**src/rtl/ddr_rd_arbiter.sv**
```systemverilog
// Two-channel DDR read scheduler feeding the CH0/CH1 display FIFOs from per-channel frame buffers.
// Define DDR_RD_ARB_FIXED_PRIO_EN to give CH0 fixed priority instead of round-robin.
module ddr_rd_arbiter #(
    parameter int                BURST_LEN   = 64,
    parameter int                ADDR_W      = 28,
    parameter int                LVL_W       = 10,
    parameter int                LOW_WATER   = 384,
    parameter int                FRAME_WORDS = 76800,
    parameter logic [ADDR_W-1:0] CH0_BASE    = '0,
    parameter logic [ADDR_W-1:0] CH1_BASE    = ADDR_W'('h200000)
) (
    input  logic              ddr_clk,
    input  logic              ddr_rst,
    input  logic              ddr_init_done,
    input  logic              frame_start,
    input  logic [LVL_W-1:0]  ch0_fifo_level,
    input  logic [LVL_W-1:0]  ch1_fifo_level,
    output logic              rd_cmd_valid,
    input  logic              rd_cmd_ready,
    output logic [ADDR_W-1:0] rd_cmd_addr,
    output logic [8:0]        rd_cmd_len,
    input  logic              rd_data_valid,
    input  logic [63:0]       rd_data,
    output logic              ch0_fifo_wr_en,
    output logic              ch1_fifo_wr_en,
    output logic [63:0]       fifo_wr_data,
    output logic              busy
);

    // state  | meaning
    // IDLE   | waiting for DDR calibration
    // ARB    | frame reload or pick next channel
    // CMD    | read command presented, waiting for ready
    // DATA   | steering returned beats into granted FIFO

    localparam int                REM_RAW   = $clog2(FRAME_WORDS + 1);
    localparam int                REM_W     = (REM_RAW > 10) ? REM_RAW : 10;
    localparam logic [REM_W-1:0]  FRAME_REM = REM_W'(FRAME_WORDS);
    localparam logic [REM_W-1:0]  BURST_REM = REM_W'(BURST_LEN);
    localparam logic [8:0]        BURST_L9  = 9'(BURST_LEN);
    localparam logic [LVL_W-1:0]  LOW_LVL   = LVL_W'(LOW_WATER);

    typedef enum logic [1:0] {S_IDLE, S_ARB, S_CMD, S_DATA} state_t;

    state_t             state_q, state_d;
    logic [ADDR_W-1:0]  ch_addr [2];
    logic [REM_W-1:0]   ch_rem  [2];
    logic               pending_q;
    logic               rr_ptr_q;
    logic               grant_q;
    logic [ADDR_W-1:0]  cmd_addr_q;
    logic [8:0]         cmd_len_q;
    logic [8:0]         beat_cnt_q;
    logic               ch0_wr_q, ch1_wr_q;
    logic [63:0]        wr_data_q;

    logic               elig0, elig1, reload, pick_ch1, burst_done;
    logic [REM_W-1:0]   grant_rem;
    logic [8:0]         grant_len;

    assign elig0  = (ch0_fifo_level <= LOW_LVL) && (ch_rem[0] != '0);
    assign elig1  = (ch1_fifo_level <= LOW_LVL) && (ch_rem[1] != '0);
    assign reload = frame_start || pending_q;

`ifdef DDR_RD_ARB_FIXED_PRIO_EN
    assign pick_ch1 = elig1 && !elig0;
`else
    // rr_ptr_q = 1 favours CH1, i.e. CH0 was granted last
    assign pick_ch1 = elig1 && (!elig0 || rr_ptr_q);
`endif

    assign grant_rem  = pick_ch1 ? ch_rem[1] : ch_rem[0];
    assign grant_len  = (grant_rem >= BURST_REM) ? BURST_L9 : grant_rem[8:0];
    assign burst_done = rd_data_valid && (beat_cnt_q == cmd_len_q - 9'd1);

    always_ff @(posedge ddr_clk) begin
        if (ddr_rst) begin
            state_q <= S_IDLE;
        end else begin
            state_q <= state_d;
        end
    end

    always_comb begin
        state_d = state_q;
        case (state_q)
            S_IDLE:  if (ddr_init_done) state_d = S_ARB;
            S_ARB:   if (!reload && (elig0 || elig1)) state_d = S_CMD;
            S_CMD:   if (rd_cmd_ready) state_d = S_DATA;
            S_DATA:  if (burst_done) state_d = S_ARB;
            default: state_d = S_IDLE;
        endcase
    end

    always_ff @(posedge ddr_clk) begin
        if (ddr_rst) begin
            ch_addr[0] <= CH0_BASE;
            ch_addr[1] <= CH1_BASE;
            ch_rem[0]  <= FRAME_REM;
            ch_rem[1]  <= FRAME_REM;
            pending_q  <= 1'b0;
            rr_ptr_q   <= 1'b0;
            grant_q    <= 1'b0;
            cmd_addr_q <= '0;
            cmd_len_q  <= '0;
            beat_cnt_q <= '0;
            ch0_wr_q   <= 1'b0;
            ch1_wr_q   <= 1'b0;
            wr_data_q  <= '0;
        end else begin
            ch0_wr_q <= 1'b0;
            ch1_wr_q <= 1'b0;
            case (state_q)
                S_ARB: begin
                    if (reload) begin
                        ch_addr[0] <= CH0_BASE;
                        ch_addr[1] <= CH1_BASE;
                        ch_rem[0]  <= FRAME_REM;
                        ch_rem[1]  <= FRAME_REM;
                        pending_q  <= 1'b0;
                        rr_ptr_q   <= 1'b0;
                    end else if (elig0 || elig1) begin
                        grant_q    <= pick_ch1;
                        rr_ptr_q   <= !pick_ch1;
                        cmd_addr_q <= pick_ch1 ? ch_addr[1] : ch_addr[0];
                        cmd_len_q  <= grant_len;
                        beat_cnt_q <= '0;
                    end
                end
                S_CMD: begin
                    if (frame_start) pending_q <= 1'b1;
                    if (rd_cmd_ready) begin
                        ch_addr[grant_q] <= ch_addr[grant_q] + ADDR_W'(cmd_len_q);
                        ch_rem[grant_q]  <= ch_rem[grant_q] - REM_W'(cmd_len_q);
                    end
                end
                S_DATA: begin
                    if (frame_start) pending_q <= 1'b1;
                    if (rd_data_valid) begin
                        ch0_wr_q   <= !grant_q;
                        ch1_wr_q   <= grant_q;
                        wr_data_q  <= rd_data;
                        beat_cnt_q <= beat_cnt_q + 9'd1;
                    end
                end
                default: ;
            endcase
        end
    end

    assign rd_cmd_valid   = (state_q == S_CMD);
    assign busy           = (state_q == S_CMD) || (state_q == S_DATA);
    assign rd_cmd_addr    = cmd_addr_q;
    assign rd_cmd_len     = cmd_len_q;
    assign ch0_fifo_wr_en = ch0_wr_q;
    assign ch1_fifo_wr_en = ch1_wr_q;
    assign fifo_wr_data   = wr_data_q;

endmodule

```
**config.mk**
```make
export PLATFORM = sky130hd
export DESIGN_NAME = ddr_rd_arbiter
export DESIGN_NICKNAME = d
export VERILOG_FILES = /design/src/rtl/ddr_rd_arbiter.sv
export SDC_FILE = /design/constraint.sdc
export NUM_CORES = 1
export LEC_CHECK = 0
export ABC_AREA = 1
export BUFFER_PORTS_ARGS = -buffer_cell sky130_fd_sc_hd__buf_2
export CORE_AREA = 4 4 174 209
export CTS_BUF_LIST = sky130_fd_sc_hd__clkbuf_4 sky130_fd_sc_hd__clkbuf_8
export DETAILED_ROUTE_END_ITERATION = 7
export DIE_AREA = 0 0 178 213
export PLACE_DENSITY = 0.54
export REMOVE_ABC_BUFFERS = 1
export SETUP_SLACK_MARGIN = 0.02
export SLEW_MARGIN = 20
export SYNTH_ARGS = -nofsm -noshare
export SYNTH_HDL_FRONTEND = slang
export SYNTH_SLANG_ARGS = --single-unit
```
**constraint.sdc**
```tcl
create_clock -name ddr_clk -period 4.6 [get_ports ddr_clk]
set_input_delay 0.23 -clock ddr_clk [delete_from_list [all_inputs] [get_ports ddr_clk]]
set_output_delay 0.23 -clock ddr_clk [all_outputs]
set_load 0.01 [all_outputs]
```
# Yosys cells after proc, flatten, opt, wreduce, memory -nomap -nowiden

Memory sizes are Yosys's and may differ from the RTL's. A register that Yosys moved wholly into a read port is not among the register bits.
Index checks and enable logic that the tools add are counted.

$add $sub $neg: 4
Order comparisons: 3
Equal/unequal tests: 13
Multiplexer cells: 41
Bitwise operators: 7
Reduce and logical (&&, ||, !) cells: 29

Operator list:

| kind                | number |
|---|---|
| $mux 28             | 4 |
| $mux 17             | 4 |
| $mux 9              | 4 |
| $reduce_bool 17->1  | 2 |
| $add 28x9->28       | 1 |
| $reduce_or 28->1    | 1 |
| $mux 1              | 22 |
| $le 10x9->1 const B | 2 |
| $pmux 9 s2          | 1 |
| $ge 17x7->1 const B | 1 |
| $reduce_or 17->1    | 1 |
| $sub 17x9->17       | 1 |
| $ne 2x2->1 const B  | 7 |
| $add 9x1->9 const B | 1 |
| $eq 9x9->1          | 1 |
| $sub 9x1->9 const B | 1 |
| $mux 2              | 4 |
| $pmux 2 s4          | 1 |
| $reduce_and 4->1    | 2 |
| $reduce_and 3->1    | 2 |
| $reduce_bool 2->1   | 3 |
| $logic_and 1x1->1   | 5 |
| $eq 2x2->1 const B  | 2 |
| $logic_not 1->1     | 4 |
| 10 further kinds    | 20 |

Register bits after elaboration: 117
Bits in writable memories: 90
Logic and storage cells: 109
Memories kept: 2

Memory list:

| memory  | depth | width | read ports | clocked after Yosys merged registers in | wr ports | line | RTL |
|---|---|---|---|---|---|---|---|
| ch_addr | 2     | 28    | 3          | 1                                       | 2        | 46   | `logic [ADDR_W-1:0] ch_addr [2];` |
| ch_rem  | 2     | 17    | 3          | 1                                       | 2        | 47   | `logic [REM_W-1:0] ch_rem [2];` |

# Longest topological paths before layout

Gate-level depths: netlist of the first run.

Depth after elaboration: 8
Mapped depth: 20
Mapped depth without buffers: 17

# Least setup slack after synthesis of the first run

No wires, ideal clock.

Kind: register -> register
Start: reg with a tool-made name
End: mem ch_rem[0][14] (netlist bit), data pin
Library setup time: 0.266 ns
Arrival time: 2.994 ns
Required time: 4.334 ns
Path slack: 1.340 ns
Stages on the path, launching flop included: 17
Path buffers: 5
Period minus slack after synthesis: 3.260 ns
Path through: dfxtp_1 buf_6 buf_4 buf_4 clkbuf_1 clkbuf_1 o21ai_0 ha_1 fa_1 o21ai_0 nand2_1 o211ai_1 nand2_1 nand3_1 nor2_1 xor2_1 nor2_1

RTL lines:

| element          | line |
|---|---|
| end: declaration | 47 |

==> flow_summary.toml, run 1 <==
[clock_network]
hold_buffers = 62
cts.sinks = 208
cts_inserted_buffers = 37
clk_latency_ps = 560
post_cts_buffers = 0
cts_resized = 0
clk_root_buffer_cell = "clkbuf_8"
htree_levels = 2
clockBufferDepth = 3
clk_pin_slew_ps = 60
cts_tree = "done"

[timing]
fin_crit_ps = 3500
setup_viol = 0
hold_violations = 0
finalMaxSlewViolations = 0
clock_skew_ps = 27.5
tns_ps = 0
maxSlewHeadroom_pct = 29.4
grt_setup_unrepaired = "false"
fin_crit_sh_pct = 76.0
max_freq_ghz = 0.286
tightestPinTransition_ps = 1060

[worst_setup_path]
crit_arrival_ps = 3780
start_kind = "flop"
timing.critical_path.buf_inv = 2
worstPathRequired_ps = 4890
crit_path_top_delay_cell = "dfxtp_2"
worstPathCellList = "inv_2 -> o21ai_0 -> ha_1 -> inv_1 -> fa_1 -> nor2_1 -> nor2_1 -> o21ai_0 -> nand2_1 -> nand2_1 -> nand2_1 -> nor2_2 -> xor2_1 -> nor2_1"
crit_family = "simple AND/OR/NAND/NOR gates"
cp_slowest_stage_delay_ps = 580
cp-end-kind = "flop"
worstPathMaxFanout = 33
crit_type = "flop to flop"

[yosys]
synth_top_area_cell = "edfxtp_1"
yosysUniqueCellTypes = 47
ys_warn_count = 0
synth_cells = 1374
syn_avg_cell_area_sq_um = 7.66
async_reset_ff_share_pct = 0
syn_area_sq_um = 10500
synth.top_cells.by_area = "edfxtp_1, dfxtp_1, nand2_1"
synth-seq-cells = 208
ys_seq_area_share_pct = 48.1
synth_top_area_share_pct = 25.7
synth_ff_type = "dfxtp_1"
synth_edf_count = 90

[floorplan]
pin_count = 195
dieArea_sq_um = 37900
initial_core_util_pct = 30.8
die_w_um = 178
coreArea_sq_um = 34200
die-height_um = 213
rows = 74

[global_routing]
track_usage_pct = 15.7
grt-ovfl-total = 0
antenna_found_initial = 1
grt_pass1_wl_um = 48600
first_global_vias = 9643
grt_max_degree = 71

[detailed_routing]
drtIter0Drc = 538
vias = 9692
wirelength_um = 30000
routedWlPerCell_um = 14.3
dr.pass1.iters = 5
postRouteAntennaNets = 0
viasPerCell = 4.61
drc = 0

[layout]
final_cell_mix = "nand2_1, nor2_1, buf_2"
finalInstanceArea_sq_um = 13300
fillers = 3541
area_growth_pct = 26.4
num-nets-final = 1738
drive_gt1_share_pct = 18.2
final_common_cell = "nand2_1"
diodes = 0

[min_path]
min_path_type = "input port to flop"
min_from = "rd_data[52]"

[status]
status = "complete, no violations"

[power_and_ir_drop]
p_leak_nw = 5.67
worst_ir_drop_vdd_v = 0.000259
powerDensity_nw_per_um2 = 418
total_power_mw = 5.56

[place]
io_buffers = 194
hpwl_um = 20300
place_area_sq_um = 11900
gp_congestion = 0.861

[run]
drv_cap = 0
-- registers in the layout, indices dropped and copies added, names as in the netlist, named ones only --
register        count
ch1_fifo_wr_en      1
ch0_fifo_wr_en      1
rd_cmd_len          9
state_q             2
ch_rem             34
pending_q           1
grant_q             1
beat_cnt_q          9
rr_ptr_q            1
ch_addr            56
rd_cmd_addr        28
fifo_wr_data       64
-- cells by family after synthesis --
logic type	count (synthesis)	share of synthesized area, %
XOR/XNOR	38	3.16
buffers and inverters	190	7.17
AND/OR/NAND/NOR	676	26.5
AO/OA/AOI/OAI	235	11.7
flip-flops	208	48.1
adder cells (fa/ha/maj)	27	3.35
-- worst register-to-register path, cell delays in order (launching register included) --
cell and delay [ps]:
dfxtp_2 580, inv_2 340, o21ai_0 260, ha_1 200, inv_1 60, fa_1 410
nor2_1 120, nor2_1 90, o21ai_0 280, nand2_1 90, nand2_1 180, nand2_1 150
nor2_2 170, xor2_1 230, nor2_1 70
-- power breakdown --
part	leakage, nW	internal [mW]	total (mW)	switching [mW]
sequential	1.87	2.18	2.30	0.118
clock	0.415	1.03	1.85	0.818
combinational	3.38	0.477	1.41	0.931
total	5.66	3.69	5.56	1.87
-- per-layer routing --
metal,vias to the layer above,routed length (um),global-route usage (%)
li1,4950,-,-
met1,4383,12500,18.4
met2,299,14100,27.1
met3,58,2340,4.60
met4,2,1030,6.30
met5,-,13,0
-- metrics by stage --
step / utilization (%) / cells / hold slack, ps / setup slack (ps)
2_1_floorplan: - / 1317 / 299 / 785
3_3_place_gp: 34.8 / 1976 / 452 / 1230
6_report: 38.9 / 2104 / 41.0 / 1100
4_1_cts: 38.9 / 2104 / 7.81 / 1110
3_5_place_dp: 34.8 / 1976 / 453 / 1140
5_1_grt: 38.9 / 2104 / 51.4 / 697
-- area by class of cell --
class | instances | area (sq um) | share of cell area (%)
multi-input cells | 976 | 4720 | 35.5
well taps | 456 | 571 | 4.29
flip-flops and latches | 208 | 5070 | 38.1
inverters | 133 | 500 | 3.76
clock inverters | 17 | 141 | 1.06
clock buffers | 49 | 643 | 4.83
repair buffers | 265 | 1660 | 12.5
-- path summary, 6_finish.rpt --
path                            to  cells past startpoint  slack, ps
setup / recovery    ch_addr[1][16]                     14       1100
hold / removal    fifo_wr_data[52]                      3         40
setup reg to reg    ch_addr[1][16]                     14       1100
hold reg to reg     rd_cmd_addr[5]                      2        460
-- cells in the mapped netlist, types with 2 or more instances --
cell type / instances
o21bai_1: 3
inv_2: 6
nor3b_2: 2
edfxtp_1: 90
a21boi_0: 2
ha_1: 25
nor4_1: 2
or2_2: 4
buf_6: 2
xor2_1: 30
buf_2: 6
and2_1: 2
buf_4: 5
clkbuf_1: 39
nand2_1: 283
nand3b_1: 2
nor3_1: 13
xnor2_1: 8
clkinv_1: 2
dfxtp_1: 118
o21ai_1: 12
nor3b_1: 4
or2_1: 3
o21ai_0: 134
a21oi_1: 73
nand3_1: 67
nand2_2: 6
o21ai_2: 4
inv_1: 125
nor2_2: 5
fa_1: 2
and3_1: 2
buf_1: 5
nor2_1: 266
nand4_1: 10
Note: power is estimated with default switching activity, not from simulation.
==> inputs of run 2 (changes only) <==
Settings changed: PLACE_DENSITY 0.54 to 0.56.
Clock period 4.6 ns to 2.95 ns, I/O delays scaled along.
==> flow_summary.toml, run 2 (synthesized netlist as in run 1, its figures left out) <==
[global_routing]
met2_usage_pct = 27.7
grt_busiest_layer = "met2"
use_met3_pct = 4.64
grt_max_degree = 71
antenna_found_initial = 0
grt_pass1_wl_um = 48800
first_global_vias = 9661
grt-ovfl-total = 0
grt_use_met1_pct = 18.6
track_usage_pct = 15.8

[power_and_ir_drop]
internal_power_mw = 5.83
swShare_pct = 33.2
worst_ir_drop_vdd_v = 0.000464
comb_power_share_pct = 26.2
p_leak_nw = 5.79
seq_power_share_pct = 40.8
powerDensity_nw_per_um2 = 645
p_switching_mw = 2.90
pwr-share-clk_pct = 32.9

[layout]
fin_util_pct = 39.6
fillers = 3455
drive_gt1_share_pct = 19.1
final_cell_mix = "nand2_1, nor2_1, buf_2"
ff_latch_area_sq_um = 5070
largest_reg_flops = 64
multiInputGateArea_sq_um = 4720
num-nets-final = 1759
area_growth_pct = 28.6
diodes = 0
final_common_cell = "nand2_1"

[floorplan]
die-height_um = 213
dieArea_sq_um = 37900
rows = 74
initial_core_util_pct = 30.8
pin_count = 195
coreArea_sq_um = 34200
die_w_um = 178

[detailed_routing]
drc = 0
wirelength_um = 30200
viasPerCell = 4.62
drtIter0Drc = 474
routedWlPerCell_um = 14.2
vias = 9815
postRouteAntennaNets = 0
dr.pass1.iters = 5

[timing]
fin_crit_sh_pct = 92.1
clock_skew_ps = 18.4
tns_ps = 0
tightestPinTransition_ps = 779
fin_crit_ps = 2720
maxSlewHeadroom_pct = 47.7
hold_violations = 0
layout_setup_ws_ps = 235
setup_viol = 0
max_freq_ghz = 0.368
grt_setup_unrepaired = "false"
holdWs_ps = 131
finalMaxSlewViolations = 0

[clock_network]
post_cts_buffers = 0
clk_root_buffer_cell = "clkbuf_8"
clockBufferDepth = 3
cts_inserted_buffers = 37
clk_latency_ps = 560
clk_pin_slew_ps = 60
htree_levels = 2
cts.sinks = 208
cts_tree = "done"

[worst_setup_path]
worstPathRequired_ps = 3230
start_kind = "flop"
crit_type = "flop to flop"
worstPathMaxFanout = 9
crit_arrival_ps = 2990
cp-end-kind = "flop"

[status]
status = "complete, no violations"

[min_path]
min_path_type = "input port to flop"

[run]
drv_cap = 0

[place]
gp_congestion = 0.863
pre_cts_ws_ps = 210
io_buffers = 194
hpwl_um = 20700
[run 2: layout make-up]
type | count | share of cell area, %
inverter | 133 | 3.69
clock buffer | 53 | 4.88
timing repair buffer | 286 | 14.0
multi-input combinational | 976 | 34.9
clock inverter | 14 | 0.915
sequential | 208 | 37.4
tap | 456 | 4.22
[run 2: metrics by stage]
step / cell area (sq um) / power, mW / instances
after floorplan: 10300 / 5.06 / 1317
after global placement: 12100 / 5.83 / 1994
after detailed placement: 12100 / 5.85 / 1994
after CTS: 13500 / 8.84 / 2126
after global routing: 13500 / 9.30 / 2126
final: 13500 / 8.73 / 2126
[run 2: power by group through the flow]
stage                     Clock [mW]  Sequential, mW  Combinational (mW)
after floorplan                    0            3.68                1.39
after global placement             0            3.61                2.22
after detailed placement           0            3.62                2.23
after CTS                       2.97            3.57                2.30
after global routing            3.10            3.60                2.60
final                           2.88            3.57                2.29
[run 2: critical path, cell delays in order, from the launching register on]
cell and delay (ps):
dfxtp_2 360, inv_2 90, or2_2 270, o21ai_0 160
inv_1 90, ha_1 280, nand2_1 60, nor2_1 40
a211oi_1 260, o21ai_0 230, nand2_1 150, nand3_1 150
nor2_1 120, nand2_1 50, nand2_1 80, nor2_1 40
[run 2: routing by layer]
| metal | share of wire [%] | up-vias |
|---|---|---|
| met5 | 0 | - |
| met4 | 2.6 | 0 |
| met3 | 7.4 | 50 |
| met2 | 48 | 286 |
| met1 | 42 | 4492 |
| li1 | - | 4987 |
[run 2: repair_timing]
action	CTS	global route
hold buffers	65	0
endpoints found under the setup margin	0	9
endpoints found under the hold margin	65	0
resized for setup	0	4
[run 2: path summary, 6_finish.rpt]
| check | start | to | slack [ps] | cells after the start |
|---|---|---|---|---|
| hold / removal | rd_cmd_ready | ch_rem[0][10] | 130 | 4 |
| setup reg to reg | flop | ch_rem[0][15] | 230 | 15 |
| setup / recovery | flop | ch_rem[0][15] | 230 | 15 |
| hold reg to reg | rd_cmd_addr[26] | rd_cmd_addr[26] | 460 | 2 |
